===== src/rtl/cordic_shift_pkg.sv =====
`default_nettype none
// =====================================================================
// cordic_shift_pkg : shared CORDIC datapath defaults and encodings
// Rev 1.0
// =====================================================================
package cordic_shift_pkg;

    localparam int   CORDIC_WIDTH = 32;
    localparam int   CORDIC_SHW   = 5;

    localparam logic DIR_RIGHT    = 1'b0;
    localparam logic DIR_LEFT     = 1'b1;

endpackage : cordic_shift_pkg
`default_nettype wire


===== src/rtl/cordic_shift_barrel_shifter.sv =====
`default_nettype none
// =====================================================================
// barrel_shifter : combinational log-stage shifter, left / logical
//                  right / arithmetic right, stage k shifts by 2^k
// Rev 1.0
// =====================================================================
module barrel_shifter #(
    parameter int WIDTH = 32,
    parameter int SHW   = $clog2(WIDTH)
) (
    input  logic [WIDTH-1:0] data_i,
    input  logic [SHW-1:0]   shamt_i,
    input  logic             left_i,
    input  logic             arith_i,
    output logic [WIDTH-1:0] data_o
);

    logic [WIDTH-1:0] w_stage [0:SHW];
    logic             w_fill;

    // Sign fill only applies to right shifts; left shifts always zero-fill.
    assign w_fill     = arith_i & ~left_i & data_i[WIDTH-1];
    assign w_stage[0] = data_i;

    generate
        for (genvar k = 0; k < SHW; k++) begin : g_stage
            localparam int SH = 1 << k;
            logic [WIDTH-1:0] w_left;
            logic [WIDTH-1:0] w_right;

            assign w_left  = {w_stage[k][WIDTH-SH-1:0], {SH{1'b0}}};
            assign w_right = {{SH{w_fill}}, w_stage[k][WIDTH-1:SH]};

            assign w_stage[k+1] = !shamt_i[k] ? w_stage[k] :
                                  (left_i ? w_left : w_right);
        end
    endgenerate

    assign data_o = w_stage[SHW];

endmodule : barrel_shifter
`default_nettype wire


===== src/rtl/cordic_shift.sv =====
`default_nettype none
// =====================================================================
// cordic_shift : 1-bit combinational shift plus registered barrel
//                shift path for CORDIC x>>i / y>>i terms
// Rev 1.0
// =====================================================================
module cordic_shift
    import cordic_shift_pkg::*;
#(
    parameter int WIDTH = CORDIC_WIDTH,
    parameter int SHW   = CORDIC_SHW
) (
    input  logic             clk,
    input  logic             rst,
    input  logic [WIDTH-1:0] a,
    input  logic             rightleft,
    output logic [WIDTH-1:0] shifted,
    input  logic [SHW-1:0]   shamt,
    input  logic             arith,
    input  logic             in_valid,
    output logic [WIDTH-1:0] result_q,
    output logic             valid_q
);

    logic [WIDTH-1:0] w_barrel;
    logic [WIDTH-1:0] result_d;
    logic             valid_d;

    // Single-bit path stays pure wiring, independent of the registered path.
    assign shifted = (rightleft == DIR_RIGHT) ? {1'b0, a[WIDTH-1:1]}
                                              : {a[WIDTH-2:0], 1'b0};

    barrel_shifter #(
        .WIDTH (WIDTH),
        .SHW   (SHW)
    ) u_barrel (
        .data_i  (a),
        .shamt_i (shamt),
        .left_i  (rightleft == DIR_LEFT),
        .arith_i (arith),
        .data_o  (w_barrel)
    );

    always_comb begin
        result_d = result_q;
        valid_d  = 1'b0;
        if (in_valid) begin
            result_d = w_barrel;
            valid_d  = 1'b1;
        end
    end

    always_ff @(posedge clk) begin
        if (rst) begin
            result_q <= '0;
            valid_q  <= 1'b0;
        end else begin
            result_q <= result_d;
            valid_q  <= valid_d;
        end
    end

endmodule : cordic_shift
`default_nettype wire


===== config.mk =====
export PLATFORM = sky130hd
export DESIGN_NAME = cordic_shift
export DESIGN_NICKNAME = d
export VERILOG_FILES = /design/src/rtl/cordic_shift_pkg.sv /design/src/rtl/cordic_shift_barrel_shifter.sv /design/src/rtl/cordic_shift.sv
export SDC_FILE = /design/constraint.sdc
export NUM_CORES = 1
export LEC_CHECK = 0
export CORE_UTILIZATION = 40
export DETAILED_ROUTE_END_ITERATION = 10
export PLACE_DENSITY_LB_ADDON = 0.3
export SLEW_MARGIN = 20
export SYNTH_ARGS = -nofsm -noshare
export SYNTH_HDL_FRONTEND = slang
export SYNTH_SLANG_ARGS = --single-unit
export TNS_END_PERCENT = 50

===== constraint.sdc =====
create_clock -name clk -period 2.95 [get_ports clk]
set_clock_uncertainty 0.2 [all_clocks]
set_input_delay 0.59 -clock clk [delete_from_list [all_inputs] [get_ports clk]]
set_output_delay 0.59 -clock clk [all_outputs]
set_load 0.05 [all_outputs]

* Word-level counts from Yosys, hierarchy flattened
Cells that the tools add are included.
Widths: inputs -> output; s select.
** Storage, ports and cells
- Memories :: 0
- Bits in read-only memories :: 0
- Word-level logic and storage cells :: 17
- RAM bits :: 0
- Flip-flop bits (word level) :: 33
- Output and inout bits :: 65
- Bits in latches :: 0
** Operators by class
- Equality and inequality tests :: 0
- $add $sub $neg :: 0
- Order comparisons :: 0
- Bitwise operators :: 3
- Reduce and logical (&&, ||, !) cells :: 0
- Shift operators :: 0
- Mux-type cells :: 12
- Divide/modulo/power cells :: 0
- $mul :: 0
** Operator list (count)
- $mux 32 :: 11
- $and 1x1->1 :: 2
- $mux 1 :: 1
- $not 1->1 :: 1

* Longest topological paths before layout
Gate-level depths: netlist of run 1.
- Depth after elaboration :: 13
- Depth in mapped cells :: 11

* Modules after synthesis
A second synthesis of run 1 with hierarchy kept.
** Unflattened totals
- Cell total of the unflattened synthesis :: 715
- Area, all modules :: 5728.0 um2
** Modules (own cells, without submodules)
- barrel_shifter :: area an instance 4027.6 um2, cells each 573, times used 1
- cordic_shift :: area an instance 1700.4 um2, cells each 142, times used 1

* Worst setup path before layout of run 1
Ideal clock, no wire load.
- Kind :: input -> output
- Start point :: in rightleft
- End point :: out shifted[0]
- Cell stages on the path :: 6
- Path slack :: 0.143 ns
- Data arrival time :: 2.017 ns
- Data required time :: 2.160 ns
- Cell sequence :: buf_6 -> buf_12 -> buf_6 -> buf_2 -> buf_2 -> nor2b_1
** Between the ends
- Cells in the longest elaborated chain, start to end :: 1
** RTL lines
- from (decl) :: RTL line cordic_shift.sv:16 : input logic rightleft,
- $mux 32 :: RTL line cordic_shift.sv:30 : assign shifted = (rightleft == DIR_RIGHT) ? {1'b0, a[WIDTH-1:1]}
- to (decl) :: RTL line cordic_shift.sv:17 : output logic [WIDTH-1:0] shifted,
Every way passes these cells.

* Final worst setup path of run 1
- Start point :: in a[16]
- End point :: reg result_q[27]
** Between the ends
- Cells in the longest elaborated chain, start to end :: 10
** RTL lines
- from (decl) :: RTL line cordic_shift.sv:15 : input logic [WIDTH-1:0] a,
- $mux 32 (*) :: RTL line cordic_shift_barrel_shifter.sv:35 : (left_i ? w_left : w_right);
- $mux 32 (*) :: RTL line cordic_shift_barrel_shifter.sv:34 : assign w_stage[k+1] = !shamt_i[k] ? w_stage[k] :
- $mux 32 :: RTL line cordic_shift_barrel_shifter.sv:35
- $mux 32 (*) :: RTL line cordic_shift_barrel_shifter.sv:34
- $mux 32 :: RTL line cordic_shift_barrel_shifter.sv:35
- $mux 32 (*) :: RTL line cordic_shift_barrel_shifter.sv:34
- $mux 32 :: RTL line cordic_shift_barrel_shifter.sv:35
- $mux 32 (*) :: RTL line cordic_shift_barrel_shifter.sv:34
- $mux 32 :: RTL line cordic_shift_barrel_shifter.sv:35
- $mux 32 (*) :: RTL line cordic_shift_barrel_shifter.sv:34
- to (signal assigned) :: RTL line cordic_shift.sv:58 : result_q <= result_d;
- to (decl) :: RTL line cordic_shift.sv:21 : output logic [WIDTH-1:0] result_q,
Every way passes the cells marked *; elsewhere a longest branch is shown, timed or not.
A chain may end at the register's enable or synchronous reset.

==> results of run 1 <==
-- where the power goes --
| part | total, mW | switching (mW) | internal (mW) |
|---|---|---|---|
| Clock | 0.640 | 0.217 | 0.423 |
| Sequential | 0.505 | 0.0235 | 0.481 |
| Combinational | 1.72 | 1.00 | 0.716 |
| Total | 2.86 | 1.24 | 1.62 |
-- path summary, 6_finish.rpt --
check	startpoint	end	slack (ns)	cells past startpoint
setup / recovery	a[16]	result_q[27]	0.1	8
hold / removal	result_q[18]	result_q[18]	0.25	2
setup reg to reg	result_q[26]	result_q[26]	1.72	4
hold reg to reg	result_q[18]	result_q[18]	0.25	2
-- state kept, by name, summed over array words and instances, names as in the netlist --
register,cells
result_q,32
valid_q,1
-- routing by layer --
| metal | share of wire | routed length [um] |
|---|---|---|
| met3 | 0.11 | 3140 |
| met4 | 0.042 | 1230 |
| met1 | 0.41 | 12200 |
| met2 | 0.44 | 12900 |
| met5 | 0 | 0 |
-- layout make-up --
type,count,area [sq um],area share
well taps,180,225,0.0260
flip-flops and latches,33,661,0.0763
inverters,21,78.8,0.00911
multi-input cells,658,4550,0.526
clock inverters,1,30.0,0.00347
repair buffers,340,2960,0.342
clock buffers,7,143,0.0165
-- layout by cell type (no fill, tap or decap), types with 20 or more instances in the layout --
master,synthesis,routed
buf_4,10,249
nor2_1,86,86
a21oi_1,72,72
clkdlybuf4s50_1,0,69
nand2_1,64,64
o21ai_0,53,52
mux2i_1,51,50
dfxtp_1,33,33
nor3_1,27,26
a211oi_1,24,24
o22ai_1,20,20
-- cell families after synthesis --
| logic type | Yosys count | synth area share |
|---|---|---|
| flops | 33 | 0.115 |
| compound gates | 308 | 0.376 |
| simple gates | 261 | 0.213 |
| mux | 89 | 0.197 |
| buf+inv | 103 | 0.0999 |
-- worst max-delay path, cell delays in order --
cell and delay, ns:
clkdlybuf4s50_1 0.56, mux2i_1 0.32, a211oi_2 0.13, o21ai_0 0.21
buf_4 0.16, nand2_1 0.10, o32ai_1 0.55, o21ai_0 0.18
-- per-stage QoR --
stage,instances,area [sq um],hold slack [ns]
final,1240,8650,0.254
after global placement,1232,8450,0.240
after floorplan,794,5760,0.463
after global routing,1240,8650,0.275
after detailed placement,1232,8450,0.248
after CTS,1240,8620,0.257
-- Yosys cell counts (4+ instances only) --
| cell type | number | area, sq um |
|---|---|---|
| nor2_1 | 86 | 323 |
| a21oi_1 | 72 | 360 |
| nand2_1 | 64 | 240 |
| o21ai_0 | 53 | 265 |
| mux2i_1 | 51 | 510 |
| clkbuf_1 | 39 | 146 |
| dfxtp_1 | 33 | 661 |
| nor3_1 | 27 | 135 |
| a211oi_1 | 24 | 180 |
| buf_2 | 20 | 100 |
| o22ai_1 | 20 | 125 |
| inv_1 | 19 | 71.3 |
| mux2_2 | 17 | 191 |
| mux4_2 | 15 | 338 |
| nand2b_1 | 15 | 93.8 |
| or2_2 | 14 | 87.6 |
| nand3_1 | 13 | 65.1 |
| o211ai_1 | 12 | 90.1 |
| o31ai_1 | 12 | 90.1 |
| o211a_1 | 11 | 110 |
| a311oi_1 | 10 | 87.6 |
| buf_4 | 10 | 75.1 |
| a31oi_1 | 9 | 56.3 |
| nor2b_1 | 9 | 56.3 |
| a211oi_2 | 8 | 100 |
| a2111oi_0 | 7 | 61.3 |
| buf_6 | 6 | 67.6 |
| nand4_1 | 6 | 37.5 |
| o21ai_1 | 6 | 30.0 |
| o221ai_1 | 6 | 52.6 |
| or3_1 | 6 | 37.5 |
| a211o_1 | 5 | 43.8 |
| and2_1 | 5 | 31.3 |
| o21a_1 | 5 | 37.5 |
| o311ai_0 | 5 | 43.8 |
| a21o_1 | 4 | 30.0 |
| a32oi_1 | 4 | 35.0 |
| buf_12 | 4 | 80.1 |
| o21bai_1 | 4 | 30.0 |
| o311ai_1 | 4 | 35.0 |
| o31a_1 | 4 | 35.0 |
==> summary.md, run 1 <==
| Metric | Value |
|---|---|
| Sink Count | 33 |
| Maximum clock rate | 0.351 GHz |
| Layout Utilization | 0.619 |
| Wire per inst | 23.8 um |
| Fin crit period | 2.85 ns |
| Die Wd | 122 um |
| HPWL Detailed | 23600 um |
| FFs w/ async S/R, synth | 0 |
| Setup Buffers After CTS | 0 |
| Seq/Total Area, Yosys | 0.115 |
| Row count | 43 |
| Average size of a mapped cell | 7.26 sq um |
| Core ar. | 14000 sq um |
| Critical Path RT | 2.89 ns |
| M3 GR Usage | 0.0880 |
| Dpl ws | -0.241 ns |
| Gr usage total | 0.403 |
| Nature of the critical path startpoint | input port |
| Fraction of layout cells with a size suffix above 1 | 0.333 |
| Actual slew at the worst max-slew pin | 0.576 ns |
| Antenna Cells | 0 |
| Worst VDD drop | 0.000221 V |
| Mapped Cells | 794 |
| Layout fillers | 1320 |
| IO Count | 107 |
| # nets final | 1101 |
| Hold/Removal Path Class | register to register |
| Cts bufs inserted | 5 |
| RSZ-0062 raised after global routing | false |
| Initial antenna violation count | 0 |
| Leak | 3.69 nW |
| First-pass GRT wire length | 44700 um |
| Mapped Nets | 836 |
| Initial core utilization | 0.412 |
| Crit path max fanout | 6 |
| Worst-path clk slew | 0.05 ns |
| Library cells used by synthesis | 75 |
| H-tree depth | 2 |
| Final-report setup violation count | 0 |
| CTS tree | done |
| Via density | 6.35 |
| Setup TNS | 0 ns |
| Most Crowded Layer GR | met2 |
| Setup WS post-layout | 0.0988 ns |
| DR pass1 iterations | 7 |
| Chip height | 122 um |
| Clock Latency Late Sink | 0.29 ns |
| Synthesized area | 5760 sq um |
| Post-synth EDFFs | 0 |
| Die Area | 14900 sq um |
| Pwr dens | 331 nW/um^2 |
| GR Util met1 | 0.551 |
| Largest net degree at the start of global routing | 44 |
| Crit end category | register |
| Drc violations | 0 |
| Most common flop cell mapped by yosys | dfxtp_1 |
| Final Hold Viols | 0 |
| GP Congestion | 1.04 |
| Port Buf Inserts | 106 |
| Fin crit share | 0.967 |
| GRT met2 Usage | 0.609 |
| CTS Hold Bufs | 0 |
| Max Cap Violations | 0 |
| DRT iter0 DRCs | 1189 |
| Worst EP arrival | 2.79 ns |
| Relative slew slack | 0.612 |
| Root buf cell | clkbuf_16 |
| Yosys warnings | 0 |
| Clock tree buffer depth | 2 |
| Status | finished clean |
| Flops & latches, synth | 33 |
| Layout area overhead | 50.2% |
| Post-DRT Antenna Nets | 0 |
| Vias | 7878 |
| Vias in the first global route | 7447 |
| Critical path type | input port to register |
| Total Power | 2.86 mW |
| CTS resizes | 0 |
| Grt ovf | 0 |
| Slew Viols, Final | 0 |
| Total wire length | 29500 um |
No activity file was read; power rests on OpenSTA's default activity.
==> inputs of run 2 (changes only) <==
==> constraint.sdc (replaced) <==
create_clock -name clk -period 2.6 [get_ports clk]
set_clock_uncertainty 0.2 [all_clocks]
set_input_delay 0.52 -clock clk [delete_from_list [all_inputs] [get_ports clk]]
set_output_delay 0.52 -clock clk [all_outputs]
set_load 0.05 [all_outputs]
==> run 2 against run 1 <==
  * The run now ends with negative setup slack left
  * Global-route usage fell by 0.33 points
  * Register-to-register slack got worse by 0.35 ns
  * Worst setup slack got worse by 0.10 ns
  * Final area rose by 7.9%
  * Clock power fell by 8.0%
  * Combinational power rose by 22%
  * Die area did not move
  * Sequential cell count did not move
  * Worst hold slack got worse by 0.0051 ns
  * Via count rose by 2.4%
==> summary.md, run 2 (synthesis gave the netlist of run 1 again) <==
| Metric | Value |
|---|---|
| DR pass1 iterations | 5 |
| Non-filler cells in the finished layout | 1306 |
| Sw Ratio | 0.445 |
| Fin crit period | 2.60 ns |
| Vias in the first global route | 7655 |
| First-pass GRT wire length | 44400 um |
| Crit path max fanout | 21 |
| HPWL Detailed | 23800 um |
| Clock Latency Late Sink | 0.29 ns |
| DRT iter0 DRCs | 929 |
| Pwr dens | 348 nW/um^2 |
| Wire per inst | 22.7 um |
| Max Cap Violations | 0 |
| Sequential share of power | 0.175 |
| Worst EP arrival | 2.58 ns |
| Setup TNS | -0.00169 ns |
| IO Count | 107 |
| Chip height | 122 um |
| Failing checks | negative setup slack |
| Max FFs per register | 32 |
| Total Power | 3.25 mW |
| Gr usage total | 0.400 |
| Die Wd | 122 um |
| M3 GR Usage | 0.0815 |
| Core ar. | 14000 sq um |
| Worst-path clk slew | 0.06 ns |
| Delay of the slowest cell on the worst path | 0.33 ns |
| Fin crit share | 1.00 |
| Initial antenna violation count | 0 |
| Cts bufs inserted | 5 |
| Vias | 8068 |
| RSZ-0062 raised after global routing | true |
| DP Area | 8890 sq um |
| Combinational share of power | 0.643 |
| Worst VDD drop | 0.000242 V |
| Most flop-heavy register | result_q |
| Int Pwr | 1.80 mW |
| GP Congestion | 1.04 |
| H-tree depth | 2 |
| Delay-heaviest family, CP | buffers and inverters |
| Critical path type | input port to register |
| Final-report setup violation count | 1 |
| Sw power | 1.45 mW |
| Die Area | 14900 sq um |
| CTS tree | done |
| Layout area overhead | 62.1% |
| Port Buf Inserts | 106 |
| GRT met2 Usage | 0.624 |
| Drc violations | 0 |
| Row count | 43 |
| Crit-path slowest cell | mux2_2 |
| Post-DRT Antenna Nets | 0 |
| Most frequent cells in the layout | 313 x buf_4, 86 x nor2_1, 66 x a21oi_1 |
| Status | finished, violations left |
| CP cell instances | buf_8, buf_4, inv_1, buf_4, mux2_2, a21o_1, buf_4, a21oi_1, buf_4, nand2_1, a311oi_1 |
| Grt ovf | 0 |
| Actual slew at the worst max-slew pin | 0.516 ns |
| Commonest non-fill, non-tap cell in the layout | buf_4 |
| Hold/Removal Path Class | register to register |
| Via density | 6.18 |
| Clock tree buffer depth | 2 |
| Crit end category | register |
| Post-route cell area | 9340 sq um |
| Setup WS post-layout | -0.00169 ns |
| Most Crowded Layer GR | met2 |
| Final Hold Viols | 0 |
| Sink Count | 33 |
| Antenna Cells | 0 |
| Crit path buf inv count | 6 |
| Relative slew slack | 0.655 |
| Fin Hold WS | 0.249 ns |
| Power share of the clock group | 0.181 |
| Layout Utilization | 0.668 |
| Critical Path RT | 2.58 ns |
| Slew Viols, Final | 0 |
| CTS Hold Bufs | 0 |
| GR Util met1 | 0.529 |
| Top Registers | result_q (32), valid_q (1) |
| Fraction of layout cells with a size suffix above 1 | 0.405 |
| Nature of the critical path startpoint | input port |
| # nets final | 1167 |
| Leak | 4.15 nW |
| Placed Instances | 1295 |
| CP most frequent cell | buf_4 |
| Maximum clock rate | 0.384 GHz |
| Dpl ws | -0.490 ns |
| Root buf cell | clkbuf_16 |
| Initial core utilization | 0.412 |
| Largest net degree at the start of global routing | 30 |
| Total wire length | 29600 um |
| Layout fillers | 1242 |
-- run 2: cell count changes in the layout (fill, tap and decap cells not counted), moves of 6 or more --
cell / previous run / this run
dlygate4sd2_1: 0 / 6
clkdlybuf4s50_1: 69 / 51
a21oi_1: 72 / 66
a2111oi_2: 0 / 7
buf_4: 249 / 313
dlymetal6s2s_1: 1 / 13
-- run 2: worst register-to-register path: stages, from the launching register on --
cell and delay (ns):
dfxtp_1 0.40, a21oi_1 0.08, o21ai_0 0.08, a21oi_1 0.07, a2111oi_2 0.29
-- run 2: final timing paths --
kind	start	endpoint	slack (ns)	depth (start not counted)
hold reg to reg	result_q[18]	result_q[18]	0.25	2
setup reg to reg	result_q[26]	result_q[26]	1.37	4
hold / removal	result_q[18]	result_q[18]	0.25	2
setup / recovery	rightleft	result_q[9]	-0.002	11
-- run 2: power groups by stage --
stage | clock [mW] | combinational, mW | sequential [mW]
4_1_cts | 0.592 | 1.99 | 0.569
2_1_floorplan | 0 | 0.893 | 0.715
6_report | 0.589 | 2.09 | 0.570
5_1_grt | 0.620 | 2.18 | 0.573
3_3_place_gp | 0 | 1.96 | 0.579
3_5_place_dp | 0 | 1.96 | 0.579
-- run 2: layout make-up --
type                            instances  area, sq um  share of cell area
Sequential cell                        33          661              0.0707
Clock inverter                          2         10.0             0.00107
Inverter                               21         78.8             0.00844
Tap cell                              180          225              0.0241
Timing Repair Buffer                  406         3470               0.371
Clock buffer                            6          129              0.0138
Multi-Input combinational cell        658         4770               0.511
-- run 2: routing by layer --
| metal | part of all wire | up-vias | wire length (um) |
|---|---|---|---|
| met5 | 0 | - | 0 |
| met2 | 0.45 | 462 | 13300 |
| met1 | 0.41 | 3809 | 12000 |
| met4 | 0.047 | 0 | 1390 |
| met3 | 0.096 | 100 | 2850 |
| li1 | - | 3697 | - |
-- run 2: timing repair --
item | 4_1_cts | 5_1_grt
endpoints found under the setup margin | 21 | 27
buffers inserted | 1 | 2
gates resized for setup | 26 | 62
pin swaps | 3 | 18
==> inputs of run 3 (changes only) <==
--- a/config.mk
+++ b/config.mk
@@ -5,11 +5,14 @@
 export SDC_FILE = /design/constraint.sdc
 export NUM_CORES = 1
 export LEC_CHECK = 0
-export CORE_UTILIZATION = 40
+export CELL_PAD_IN_SITES_DETAIL_PLACEMENT = 0
+export CELL_PAD_IN_SITES_GLOBAL_PLACEMENT = 1
+export CORE_UTILIZATION = 36
 export DETAILED_ROUTE_END_ITERATION = 10
 export PLACE_DENSITY_LB_ADDON = 0.3
 export SLEW_MARGIN = 20
 export SYNTH_ARGS = -nofsm -noshare
 export SYNTH_HDL_FRONTEND = slang
+export SYNTH_HIERARCHICAL = 1
 export SYNTH_SLANG_ARGS = --single-unit
 export TNS_END_PERCENT = 50
==> run 3 against run 2 <==
  * The run still ends with negative setup slack left
  * Highest routed layer unchanged
  * Via count is 8.6% lower
  * Die area rose by 10%
  * Critical endpoint is now result_q[2]
  * Final cell count down 5.5%
  * Worst hold slack improved by 0.042 ns
  * Critical path type unchanged
  * Area after synthesis decreased by 0.59%
  * Count of clock-buffer cells in the layout unchanged
  * Non-clock buffer count is 40 lower
  * Sequential power is 1% lower
  * Routed wire length is 8.3% lower
  * Clock power decreased by 4.8%
  * Largest power group unchanged
  * Power up 3.2%
==> summary.md, run 3 <==
| Metric | Value |
|---|---|
| Largest net degree at the start of global routing | 34 |
| Slew Viols, Final | 0 |
| Non-filler cells in the finished layout | 1234 |
| DRT iter0 DRCs | 677 |
| Maximum clock rate | 0.378 GHz |
| Failing checks | negative setup slack |
| Fraction of layout cells with a size suffix above 1 | 0.497 |
| Die Wd | 128 um |
| Root buf cell | clkbuf_16 |
| Vias | 7372 |
| Total Power | 3.35 mW |
| Synthesized area | 5730 sq um |
| Post-synth EDFFs | 0 |
| Most frequent cells in the layout | 238 x buf_4, 97 x nor2_1, 71 x mux2i_1 |
| Mapped Nets | 757 |
| Most numerous cell in the Yosys netlist | nor2_1 |
| HPWL Detailed | 21200 um |
| Sink Count | 33 |
| H-tree depth | 2 |
| Via density | 5.97 |
| Critical Path RT | 2.55 ns |
| Wire per inst | 22.0 um |
| Setup TNS | -0.131 ns |
| Nature of the critical path startpoint | input port |
| Setup WS post-layout | -0.0452 ns |
| Max Cap Violations | 0 |
| First-pass GRT wire length | 42300 um |
| Crit path max fanout | 8 |
| Most flop-heavy register | result_q |
| Leak | 4.24 nW |
| Seq/Total Area, Yosys | 0.115 |
| FF-to-FF path depth | 2 |
| FFs w/ async S/R, synth | 0 |
| Commonest non-fill, non-tap cell in the layout | buf_4 |
| Vias in the first global route | 7375 |
| Row count | 45 |
| Pwr dens | 351 nW/um^2 |
| Library cells used by synthesis | 68 |
| Max FFs per register | 32 |
| Critical path type | input port to register |
| Average size of a mapped cell | 8.01 sq um |
| Chip height | 128 um |
| Worst-path clk slew | 0.05 ns |
| CTS Hold Bufs | 0 |
| Clock tree buffer depth | 2 |
| Layout area overhead | 66.6% |
| Placed Instances | 1206 |
| Most common flop cell mapped by yosys | dfxtp_1 |
| Mapped Cells | 715 |
| Crit end category | register |
| IO Count | 107 |
| Hold/Removal Path Class | register to register |
| GP Congestion | 0.965 |
| Initial antenna violation count | 1 |
| Die Area | 16400 sq um |
| Post-synth top cells | 112 x nor2_1, 75 x mux2i_1, 45 x nand2_1 |
| Gr usage total | 0.334 |
| Drc violations | 0 |
| Share of the synthesized area in the top cell type | 0.131 |
| Top Registers | result_q (32), valid_q (1) |
| Post-DRT Antenna Nets | 0 |
| Core ar. | 15400 sq um |
| Yosys warnings | 6 |
| Actual slew at the worst max-slew pin | 0.594 ns |
| Fin crit share | 1.02 |
| Clock Latency Late Sink | 0.28 ns |
| Largest cells by area after synthesis | mux2i_1 13%, dfxtp_1 12%, mux2_4 7.9% |
| Worst VDD drop | 0.000310 V |
| Total wire length | 27100 um |
| Relative slew slack | 0.603 |
| Fin crit period | 2.65 ns |
| Worst EP arrival | 2.60 ns |
| Cell taking the most area after synthesis | mux2i_1 |
| R2R Setup Slk | 1.76 ns |
| Final Hold Viols | 0 |
| DP Area | 8790 sq um |
| Post-route cell area | 9540 sq um |
| Port Buf Inserts | 106 |
| Status | finished, violations left |
| Grt ovf | 0 |
| Final-report setup violation count | 4 |
| RSZ-0062 raised after global routing | true |
| # nets final | 1063 |
| Initial core utilization | 0.373 |
| CTS tree | done |
| Cts bufs inserted | 5 |
| Hold Crit Depth | 2 |
| Flops & latches, synth | 33 |
| Fin Hold WS | 0.291 ns |
| DR pass1 iterations | 5 |
run 3: worst paths after layout:
check / from / end
worst max-delay path: rightleft / result_q[2]
worst min-delay path: result_q[4] / result_q[4]
worst max register to register: result_q[2] / result_q[2]
worst min register to register: result_q[4] / result_q[4]
run 3: metrics by stage:
step / util / setup slack (ns)
global placement: 0.572 / -0.698
CTS: 0.604 / -0.0204
finish: 0.621 / -0.0452
floorplan: - / -0.0765
detailed placement: 0.572 / -0.752
global route: 0.621 / -0.0871
run 3: critical path, stage by stage:
cell	delay, ns
buf_16	0.14
buf_12	0.14
buf_6	0.11
mux2_4	0.28
mux4_2	0.54
inv_4	0.09
o221a_4	0.20
a221oi_2	0.05
a221o_1	0.30
mux2i_1	0.17
nor2_1	0.06
run 3: kinds of logic (layout without fill, tap and decap cells):
group | after synthesis | in the layout | share of synthesized area
muxes | 169 | 169 | 0.375
and+or+nand+nor | 218 | 218 | 0.165
DFF | 33 | 33 | 0.115
other | 0 | 1 | 0
buffers and inverters | 81 | 388 | 0.0863
AOI/OAI and AO/OA | 214 | 214 | 0.258
run 3: routing by layer:
| metal | GRT usage | routed length (um) | vias to the layer above |
|---|---|---|---|
| li1 | - | - | 3344 |
| met1 | 0.446 | 11600 | 3625 |
| met2 | 0.559 | 12800 | 342 |
| met3 | 0.0459 | 1850 | 61 |
| met4 | 0.0948 | 804 | 0 |
| met5 | 0 | 0 | - |
run 3: report_power, final:
group          leakage, nW  internal (mW)  switching [mW]
sequential           0.271          0.544          0.0189
combinational         3.90           1.03            1.20
clock               0.0706          0.351           0.210
total                 4.24           1.93            1.42
run 3: final cells by class:
type | instances | area [sq um]
fillers | 1359 | 5830
multi-input cells | 601 | 4980
repair buffers | 366 | 3440
flip-flops and latches | 33 | 661
well taps | 211 | 264
clock buffers | 6 | 129
inverters | 14 | 55.1
clock inverters | 2 | 10.0
diodes | 1 | 2.50
run 3: what timing repair did:
| action | CTS | global route |
|---|---|---|
| pin swaps | 32 | 30 |
| buffers inserted | 8 | 11 |
| gates resized for setup | 123 | 92 |
| gates cloned | 3 | 0 |
| hold endpoints to repair | 0 | 0 |
| setup endpoints to repair | 32 | 31 |
